===== config.mk =====
export PLATFORM = sky130hd
export DESIGN_NAME = instr_mem_loader
export DESIGN_NICKNAME = d
export VERILOG_FILES = /design/src/rtl/instr_mem_loader.sv
export SDC_FILE = /design/constraint.sdc
export NUM_CORES = 1
export LEC_CHECK = 0
export BUFFER_PORTS_ARGS = -buffer_cell sky130_fd_sc_hd__buf_2
export CAP_MARGIN = 15
export CORE_ASPECT_RATIO = 0.9
export CORE_UTILIZATION = 40
export CTS_CLUSTER_SIZE = 12
export DETAILED_ROUTE_END_ITERATION = 10
export MAX_ROUTING_LAYER = met4
export SYNTH_ARGS = -nofsm -noshare
export SYNTH_HDL_FRONTEND = slang
export SYNTH_SLANG_ARGS = --single-unit

===== constraint.sdc =====
create_clock -name i_clk -period 4.4 [get_ports i_clk]
set_input_delay 0.22 -clock i_clk [delete_from_list [all_inputs] [get_ports i_clk]]
set_output_delay 0.22 -clock i_clk [all_outputs]
set_load 0.005 [all_outputs]

===== src/rtl/instr_mem_loader.sv =====
// Streams a length-prefixed, checksummed image into instruction memory
// and holds the core in reset until a load completes cleanly.
module instr_mem_loader #(
    parameter int ADR_W    = 20,
    parameter int BASE_ADR = 0
) (
    input  logic             i_clk,
    input  logic             i_rst,
    input  logic             i_start,
    input  logic [7:0]       i_byte,
    input  logic             i_byte_valid,
    output logic             o_byte_ready,
    output logic             o_wr_en,
    output logic [ADR_W-1:0] o_wr_adr,
    output logic [7:0]       o_wr_data,
    output logic             o_busy,
    output logic             o_done,
    output logic             o_err,
    output logic             o_cpu_rst
);

    // Wide enough that BASE_ADR + 4*N can never wrap for any 32-bit N.
    localparam int CW = ADR_W + 36;
    localparam logic [CW-1:0]    LIMIT  = CW'(1) << ADR_W;
    localparam logic [CW-1:0]    BASE_W = CW'(BASE_ADR);
    localparam logic [ADR_W-1:0] BASE_A = ADR_W'(BASE_ADR);

    typedef enum logic [2:0] {
        IDLE, HDR, DATA, CHK, DONE, ERR
    } state_t;

    state_t           state;
    logic [ADR_W-1:0] cnt;
    logic [ADR_W-1:0] last;
    logic [23:0]      sh;
    logic [31:0]      csum;
    logic [31:0]      word;
    logic [CW-1:0]    need;
    logic             take;
    logic             last_b;

    assign take   = i_byte_valid & o_byte_ready;
    assign word   = {i_byte, sh};
    assign need   = BASE_W + CW'({word, 2'b00});
    assign last_b = (cnt[1:0] == 2'd3);

    always_ff @(posedge i_clk or negedge i_rst) begin
        if (!i_rst) begin
            state        <= IDLE;
            cnt          <= '0;
            last         <= '0;
            sh           <= '0;
            csum         <= '0;
            o_byte_ready <= 1'b0;
            o_wr_en      <= 1'b0;
            o_wr_adr     <= '0;
            o_wr_data    <= '0;
            o_busy       <= 1'b0;
            o_done       <= 1'b0;
            o_err        <= 1'b0;
            o_cpu_rst    <= 1'b0;
        end else begin
            o_wr_en <= 1'b0;
            unique case (state)
                IDLE, DONE, ERR: begin
                    if (i_start) begin
                        state        <= HDR;
                        cnt          <= '0;
                        sh           <= '0;
                        csum         <= '0;
                        o_byte_ready <= 1'b1;
                        o_busy       <= 1'b1;
                        o_done       <= 1'b0;
                        o_err        <= 1'b0;
                        o_cpu_rst    <= 1'b0;
                    end
                end
                HDR: begin
                    if (take) begin
                        sh  <= word[31:8];
                        cnt <= cnt + 1'b1;
                        if (last_b) begin
                            cnt  <= '0;
                            last <= ADR_W'({word - 32'd1, 2'b11});
                            if (need > LIMIT) begin
                                state        <= ERR;
                                o_err        <= 1'b1;
                                o_byte_ready <= 1'b0;
                                o_busy       <= 1'b0;
                            end else if (word == 32'd0) begin
                                state <= CHK;
                            end else begin
                                state <= DATA;
                            end
                        end
                    end
                end
                DATA: begin
                    if (take) begin
                        sh        <= word[31:8];
                        cnt       <= cnt + 1'b1;
                        o_wr_en   <= 1'b1;
                        o_wr_adr  <= BASE_A + cnt;
                        o_wr_data <= i_byte;
                        if (last_b)
                            csum <= csum ^ word;
                        if (cnt == last) begin
                            cnt   <= '0;
                            state <= CHK;
                        end
                    end
                end
                CHK: begin
                    if (take) begin
                        sh  <= word[31:8];
                        cnt <= cnt + 1'b1;
                        if (last_b) begin
                            cnt          <= '0;
                            o_byte_ready <= 1'b0;
                            o_busy       <= 1'b0;
                            if (word == csum) begin
                                state     <= DONE;
                                o_done    <= 1'b1;
                                o_cpu_rst <= 1'b1;
                            end else begin
                                state <= ERR;
                                o_err <= 1'b1;
                            end
                        end
                    end
                end
                default: state <= IDLE;
            endcase
        end
    end

endmodule


-- Word-level counts from Yosys, hierarchy flattened
Index checks and enable logic that the tools add are counted.
- bits in registers: 131
- output and inout bits: 34
- logic and storage cells: 101
- $add $sub $neg: 2
- $lt $le $gt $ge: 1
- eq/ne operators: 21
- multiplexer cells: 45
- bitwise operators: 2
- reduce and logical (&&, ||, !) cells: 19
- operators by type and width (kind ; count):
    20-bit two-way mux ; 5
    32-bit two-way mux ; 3
    32-bit case mux with 2 select lines ; 1
    20-bit case mux with 3 select lines ; 1
    24-bit two-way mux ; 2
    24-bit case mux with 2 select lines ; 1
    34-bit by 21-bit > comparator with 1-bit output (second input constant) ; 1
    32-bit equality test ; 1
    32-bit logical NOT ; 1
    32-bit bitwise XOR ; 1
    3-bit two-way mux ; 8
    2-bit != test (second input constant) ; 11
    20-bit by 1-bit adder with 20-bit output (second input constant) ; 1
    20-bit equality test ; 1
    1-bit two-way mux ; 20
    18-bit by 1-bit subtractor with 18-bit output (second input constant) ; 1
    7-bit AND reduction ; 2
    3-bit case mux with 4 select lines ; 1
    4-bit AND reduction ; 2
    8-bit AND reduction ; 1
    3-bit by 2-bit equality test with 1-bit output (second input constant) ; 2
    3-bit equality test (second input constant) ; 2
    1-bit case mux with 3 select lines ; 2
    3-bit AND reduction ; 2
    other kinds (12) ; 17

-- Longest topological paths before layout
Gate-level depths: netlist of run 1.
- depth after elaboration: 6
- depth in mapped cells: 8
- gate-level depth less buffers: 7

-- Worst setup path after synthesis of run 1
OpenSTA, ideal clock, no wires.
- path type: register to register
- from: reg sh[4]
- to: reg o_busy
- data arrival time: 1923 ps
- required time: 4318 ps
- setup slack: 2395 ps
- stages on the path, launching flop included: 8
- path buffers: 1
- path through: dfrtp_1 buf_6 or4_4 nor4_4 nand4_2 a21o_2 and2_1 a31oi_1
- longest elaborated chain between the ends: 3
- RTL lines (element ; line ; source):
    start: declaration ; 35 ; logic [23:0] sh;
    start signal: assignment ; 80 ; sh <= word[31:8];
    start signal: assignment ; 100 ; sh <= word[31:8];
    start signal: assignment ; 115 ; sh <= word[31:8];
    34-bit by 21-bit > comparator with 1-bit output ; 85 ; if (need > LIMIT) begin
    2-bit != test (no line) ; n/a ;
    7-bit AND reduction (no line) ; n/a ;
    end signal: assignment ; 72 ; o_busy <= 1'b1;
    end signal: assignment ; 89 ; o_busy <= 1'b0;
    end signal: assignment ; 120 ; o_busy <= 1'b0;
    end: declaration ; 16 ; output logic o_busy,
Every way passes these cells.
A chain may end at the register's enable or synchronous reset.

-- Worst setup path after layout of run 1
- from: reg state[1]
- to: reg state[0]
- longest elaborated chain between the ends: 4
- RTL lines (element ; line ; source):
    start: declaration ; 32 ; state_t state;
    start signal: assignment ; 49 ; state <= IDLE;
    start signal: assignment ; 67 ; state <= HDR;
    start signal: assignment ; 86 ; state <= ERR;
    3-bit equality test / 3-bit logical NOT (equally long branches) ; 64 ; unique case (state)
    3-bit OR reduction ; 64 ;
    2-bit != test (no line) ; n/a ;
    7-bit AND reduction (no line) ; n/a ;
Parallel ways exist; a longest one is shown, timed or not.

==> results of run 1 <==
==> cell usage after synthesis, types with 2 or more instances <==
master,count,share of area
nand2b_1,3,0.0029
buf_2,10,0.0076
and4_1,2,0.0027
buf_6,2,0.0034
and3_1,3,0.0029
or2_2,3,0.0029
a21o_1,2,0.0023
a211o_1,2,0.0027
nor2_1,78,0.045
nor2b_1,3,0.0029
mux2_2,29,0.050
buf_4,4,0.0046
xnor2_1,32,0.043
xor2_1,42,0.056
nand3_1,12,0.0091
dfrtp_1,130,0.49
nand2_1,106,0.060
inv_1,7,0.0040
a32o_1,3,0.0046
buf_1,2,0.0011
nor4_1,15,0.014
nor3_1,13,0.0099
ha_1,4,0.0076
a31oi_1,7,0.0067
o31ai_1,3,0.0034
clkbuf_1,33,0.019
a21oi_1,23,0.018
o21ai_0,97,0.074
o31a_1,2,0.0027
or3_1,3,0.0029
nand4_1,12,0.011
o211ai_1,2,0.0023
and2_1,3,0.0029
==> state kept, by name, summed over array words and instances (netlist names), 3 cells and up <==
name / count
sh: 24
cnt: 20
o_wr_adr: 20
csum: 32
state: 3
o_wr_data: 8
last: 19
==> what timing repair did <==
item | 4_1_cts | 5_1_grt
gates resized for setup | 0 | 0
hold buffers | 1 | 0
hold endpoints to repair | 36 | 0
==> power by group through the flow <==
stage / combinational, W / clock (W) / sequential (W)
floorplan: 0.00136 / 0 / 0.00154
global placement: 0.00157 / 0 / 0.00172
detailed placement: 0.00162 / 0 / 0.00173
CTS: 0.00164 / 0.00150 / 0.00171
global route: 0.00182 / 0.00156 / 0.00175
finish: 0.00163 / 0.00148 / 0.00171
==> how the worst max path moves through the flow <==
stage / startpoint / to / slack, ns / cells past startpoint
after floorplan: sh[4]$_DFFE_PN0P_ / o_busy$_DFFE_PN0P_ / 2.39 / 7
after global placement: state[1]$_DFFE_PN0P_ / state[0]$_DFFE_PN0P_ / 1.79 / 6
after detailed placement: state[1]$_DFFE_PN0P_ / state[0]$_DFFE_PN0P_ / 1.80 / 6
after CTS: state[1]$_DFFE_PN0P_ / state[0]$_DFFE_PN0P_ / 1.77 / 6
after global routing: state[1]$_DFFE_PN0P_ / state[0]$_DFFE_PN0P_ / 1.58 / 6
final: state[1]$_DFFE_PN0P_ / state[0]$_DFFE_PN0P_ / 1.73 / 6
==> area by class of cell <==
type	instances	area [µm²]
clock buffers	23	498
clock inverters	9	126
fillers	1516	8550
inverters	7	26.3
multi-input cells	520	3100
flip-flops and latches	130	3250
well taps	207	259
repair buffers	56	320
==> layer usage <==
layer / vias up / GRT usage
met3: 15 / 0.0415
met4: 0 / 0.0707
li1: 2468 / -
met2: 152 / 0.321
met1: 2538 / 0.268
met5: - / -
==> logic make-up (layout without fill, tap and decap cells) <==
kind of cell / after synthesis / count (layout)
AO/OA/AOI/OAI: 150 / 150
XOR/XNOR: 74 / 74
adder cells (fa/ha/maj): 4 / 4
buffers and inverters: 58 / 95
flip-flops: 130 / 130
multiplexers: 29 / 29
AND/OR/NAND/NOR: 263 / 263
==> critical path, stage by stage, from the launching register on <==
cell and delay (ns):
dfrtp_1 0.61, o21ba_2 0.67, a32oi_4 0.32, nor4_1 0.30, a21o_1 0.43, o2bb2ai_1 0.17
a31o_2 0.12
==> stage by stage <==
stage / hold slack (ns) / worst slack, ns / instances / total power, W
6_report: 0.0960 / 1.73 / 952 / 0.00482
3_5_place_dp: 0.238 / 1.80 / 919 / 0.00335
3_3_place_gp: 0.221 / 1.79 / 918 / 0.00329
5_1_grt: 0.0956 / 1.58 / 952 / 0.00512
4_1_cts: 0.0790 / 1.77 / 952 / 0.00485
2_1_floorplan: -0.0756 / 2.39 / 708 / 0.00290
==> impl_metrics.ini, run 1 <==
[timing]
fin_skew_ns = 0.0106
finalSetupTns_ns = 0
maxSlewHeadroom = 0.506
finalHoldViolCount = 0
maxSlewViolCount = 0
fmax_ghz = 0.374
rsz0062_at_grt = false
worst_pin_slew_ns = 0.741
setup_violations = 0
post-route-period-util = 0.608
period_needed_ns = 2.67

[pwr]
power_density_nw_per_um2 = 636
clkPwrFrac = 0.307
p_int_w = 0.00304
pwr-share-comb = 0.337
p_switching_w = 0.00178
ir_drop_uv = 404
switching_share = 0.369
leakage_nw = 3.57
pwr-share-seq = 0.356

[global_routing]
grt_overflow = 0
grt_pass1_vias = 4916
antenna_found_initial = 0
grt_pass1_wl_um = 25700
gr-usage-all-layers = 0.206
grt_max_degree = 50

[setup_path]
required_ns = 4.76
start_kind = register
r2r-end = state[0]$_DFFE_PN0P_
worstRegToRegCells = 6
worst_ep_arrival_time_ns = 3.03
endpoint_kind = register
crit_fanout = 29
worstSetupPathType = reg2reg
rr_startpoint = state[1]$_DFFE_PN0P_
reg2reg_slack_ns = 1.73

[cells_and_area]
fin_nets = 748
final_common_cell = dfrtp_1
final_cell_mix = 130 x dfrtp_1, 106 x nand2_1, 97 x o21ai_0, 76 x nor2_1, 44 x buf_2
drive_gt1_frac = 0.176
area_growth_pct = 15.2
diodes = 0
final_core_util = 0.470
final_area_um2 = 7580

[yosys]
synth_adder_area_share = 0.00761
ys_types = 49
synth_top_family_by_area = simple AND/OR/NAND/NOR gates
syn-instance-count = 708
ys_ff_latch = 130
yosys.area_share.simple = 0.182
yosysWarnings = 0
syn-mean-instance-area_um2 = 9.29
async_flop_share = 1.00
synthFlopType = dfrtp_1
synthMuxAreaShare = 0.0496
synth_fp_nets = 724
yosys.area_share.xor_xnor = 0.0985
synth-edff-count = 0
ys_seq_area_frac = 0.495
synth_compound_area_frac = 0.128
netlist_area_um2 = 6580

[clocking]
cts.path.max_buffers = 2
cts_setup_buffers = 0
cts_made_buffers = 17
clkLatencyLatePin_ns = 0.42
htreeDepth = 4
clk_pin_slew_worst_paths_ns = 0.06
cts_tree = built
cts.sinks = 130
clock_tree.root_cell = clkbuf_16

[drt]
drt_iter0_drc = 310
avgRoutedWirePerCell_um = 16.7
first_pass_iters = 5
top_layer_used = met4
routed_wl_um = 15900
wl_met1_um = 7240
ant_nets = 0
route.detailed.drc = 0
via_count = 5173
wl_met2_um = 7710
vias_per_cell = 5.43
dr_wl_met3_um = 779

[floorplan]
initial_core_util = 0.408
die_w_um = 137
ioPinCount = 46
fp-row-count = 44
coreArea_um2 = 16100
die_y_um = 124
die_area_um2 = 17000

[job]
drv_cap = 0

[worst_hold_path]
hold_depth = 2
hp-start = i_byte_valid
hold-path-endpoint = o_busy$_DFFE_PN0P_
hold_class = in2reg

[outcome]
status = finished, final reports clean

[placed_design]
io_buffers = 45
hpwl_um = 10900
place_area_um2 = 6950
gp_congestion = 0.864
Note: power is estimated with default switching activity, not from simulation.
==> run 2: changes to the inputs <==
clock period = 2.5 ns   (was 4.4 ns; I/O delays follow)
==> run 2 against run 1 <==
Against the previous run: the run now ends with design-rule violations left; register-to-register slack got worse by 1.5 ns; fmax rose by 17%; design area rose by 1.7%; clock-buffer cell count fell by 1; combinational power rose by 100%; sequential share of layout area fell by 0.74 points; critical endpoint is now cnt[10]$_DFFE_PN0P_; largest cell class unchanged; largest power group is now combinational cells.
==> impl_metrics.ini, run 2 (same netlist as run 1, synthesis figures left out) <==
[cells_and_area]
area_growth_pct = 17.3
reg.largest.list = csum x32, sh x24
n_fill_cell = 1519
multi_input_area_um2 = 3100
final_area_um2 = 7710
fin_nets = 770
regMostFlops = csum
diodes = 0
drive_gt1_frac = 0.196
final_common_cell = dfrtp_1
largest_register_ffs = 32
final_cell_mix = 130 x dfrtp_1, 106 x nand2_1, 97 x o21ai_0, 76 x nor2_1, 44 x buf_2
regArea_um2 = 3250

[timing]
fin_skew_ns = 0.00717
finalSetupTns_ns = 0
maxSlewViolCount = 0
rsz0062_at_grt = false
setup_violations = 0
worst_pin_slew_ns = 0.609
hold_slack_ns = 0.0113
post-route-period-util = 0.918
fmax_ghz = 0.436
period_needed_ns = 2.29
finalHoldViolCount = 0
maxSlewHeadroom = 0.594

[pwr]
power_density_nw_per_um2 = 1100
p_int_w = 0.00525
power_w = 0.00848
leakage_nw = 3.66
pwr-share-comb = 0.388
clkPwrFrac = 0.279
pwr-share-seq = 0.333
ir_drop_uv = 649
p_switching_w = 0.00324
switching_share = 0.381

[clocking]
htreeDepth = 4
postCtsHoldBufs = 4
ctsResizeCount = 0
cts.sinks = 130
clk_pin_slew_worst_paths_ns = 0.06
cts_setup_buffers = 0
cts_made_buffers = 17
cts.path.max_buffers = 2
clkLatencyLatePin_ns = 0.42
clock_tree.root_cell = clkbuf_16
cts_tree = built

[drt]
avgRoutedWirePerCell_um = 16.8
via_count = 5273
vias_per_cell = 5.41
drt_iter0_drc = 361
routed_wl_um = 16400
ant_nets = 0
route.detailed.drc = 1
first_pass_iters = 8

[global_routing]
grt_pass1_vias = 5159
grt_pass1_wl_um = 26800
grt_overflow = 0
antenna_found_initial = 0
grt_max_degree = 49
gr-usage-all-layers = 0.215

[setup_path]
slowest_stage = dfrtp_1
crit_top_cell = o21ai_0
worst_ep_arrival_time_ns = 2.57
worstPathCellList = xor2_1 > a2111o_1 > nor3_1 > a21oi_1 > o21ai_0 > o21ai_0
endpoint_kind = register
required_ns = 2.77
crit_fanout = 7
start_kind = register
worstSetupPathType = reg2reg
slowest_delay_ns = 0.44

[floorplan]
die_y_um = 124
die_w_um = 137
initial_core_util = 0.408
die_area_um2 = 17000
ioPinCount = 46
coreArea_um2 = 16100
fp-row-count = 44

[placed_design]
io_buffers = 45
place_area_um2 = 7110
gp_congestion = 0.934
hpwl_um = 11200

[outcome]
status = finished, violations left
violations = design-rule violations

[worst_hold_path]
hold_class = in2reg

[job]
drv_cap = 0
run 2: cell types whose count changed in the layout (fill, tap and decap cells not counted), moves of 2 or more:
cell	change
buf_4	+18
bufinv_16	-2
buf_12	+2
clkinvlp_4	+2
clkinv_2	+2
dlygate4sd3_1	+3
run 2: power groups by stage:
stage	logic (W)	registers (W)	clock network, W
after floorplan	0.00239	0.00272	0
after global placement	0.00320	0.00284	0
after detailed placement	0.00324	0.00287	0
after CTS	0.00327	0.00283	0.00241
after global routing	0.00363	0.00288	0.00250
final	0.00329	0.00283	0.00236
run 2: final timing paths:
path	from	to	slack (ns)	depth (start not counted)
max	cnt[12]$_DFFE_PN0P_	cnt[10]$_DFFE_PN0P_	0.21	6
min	i_byte[2]	csum[26]$_DFFE_PN0P_	0.01	3
min reg2reg	o_wr_adr[10]$_DFFE_PN0P_	o_wr_adr[10]$_DFFE_PN0P_	0.50	1
min in group asynchronous	i_rst	o_wr_adr[13]$_DFFE_PN0P_	0.25	2
max reg2reg	cnt[12]$_DFFE_PN0P_	cnt[10]$_DFFE_PN0P_	0.21	6
max in group asynchronous	i_rst	o_wr_data[2]$_DFFE_PN0P_	1.55	3
run 2: layout make-up:
class,count,share of cell area
clock buffers,22,0.0628
clock inverters,10,0.0107
inverters,7,0.00341
multi-input cells,520,0.402
flip-flops and latches,130,0.422
well taps,207,0.0336
repair buffers,78,0.0662
run 2: critical path, delay by kind of cell (launching register included):
family / cells / cell delay [ns]
AO/OA/AOI/OAI: 4 / 1.23
XOR/XNOR: 1 / 0.18
flip-flops: 1 / 0.44
AND/OR/NAND/NOR: 1 / 0.30
run 2: per-stage QoR:
step	worst slack [ns]	cells	utilization
finish	0.206	974	0.478
floorplan	0.495	708	-
detailed placement	0.277	938	0.441
CTS	0.244	974	0.478
global route	0.0474	974	0.478
global placement	0.360	938	0.441
run 2: metal layers:
layer	up-vias	wire, µm	share of wire	GRT usage
li1	2518	-	-	-
met1	2566	7490	0.46	0.275
met2	164	7910	0.48	0.341
met3	25	707	0.043	0.0379
met4	0	292	0.018	0.0852
met5	-	0	0	-
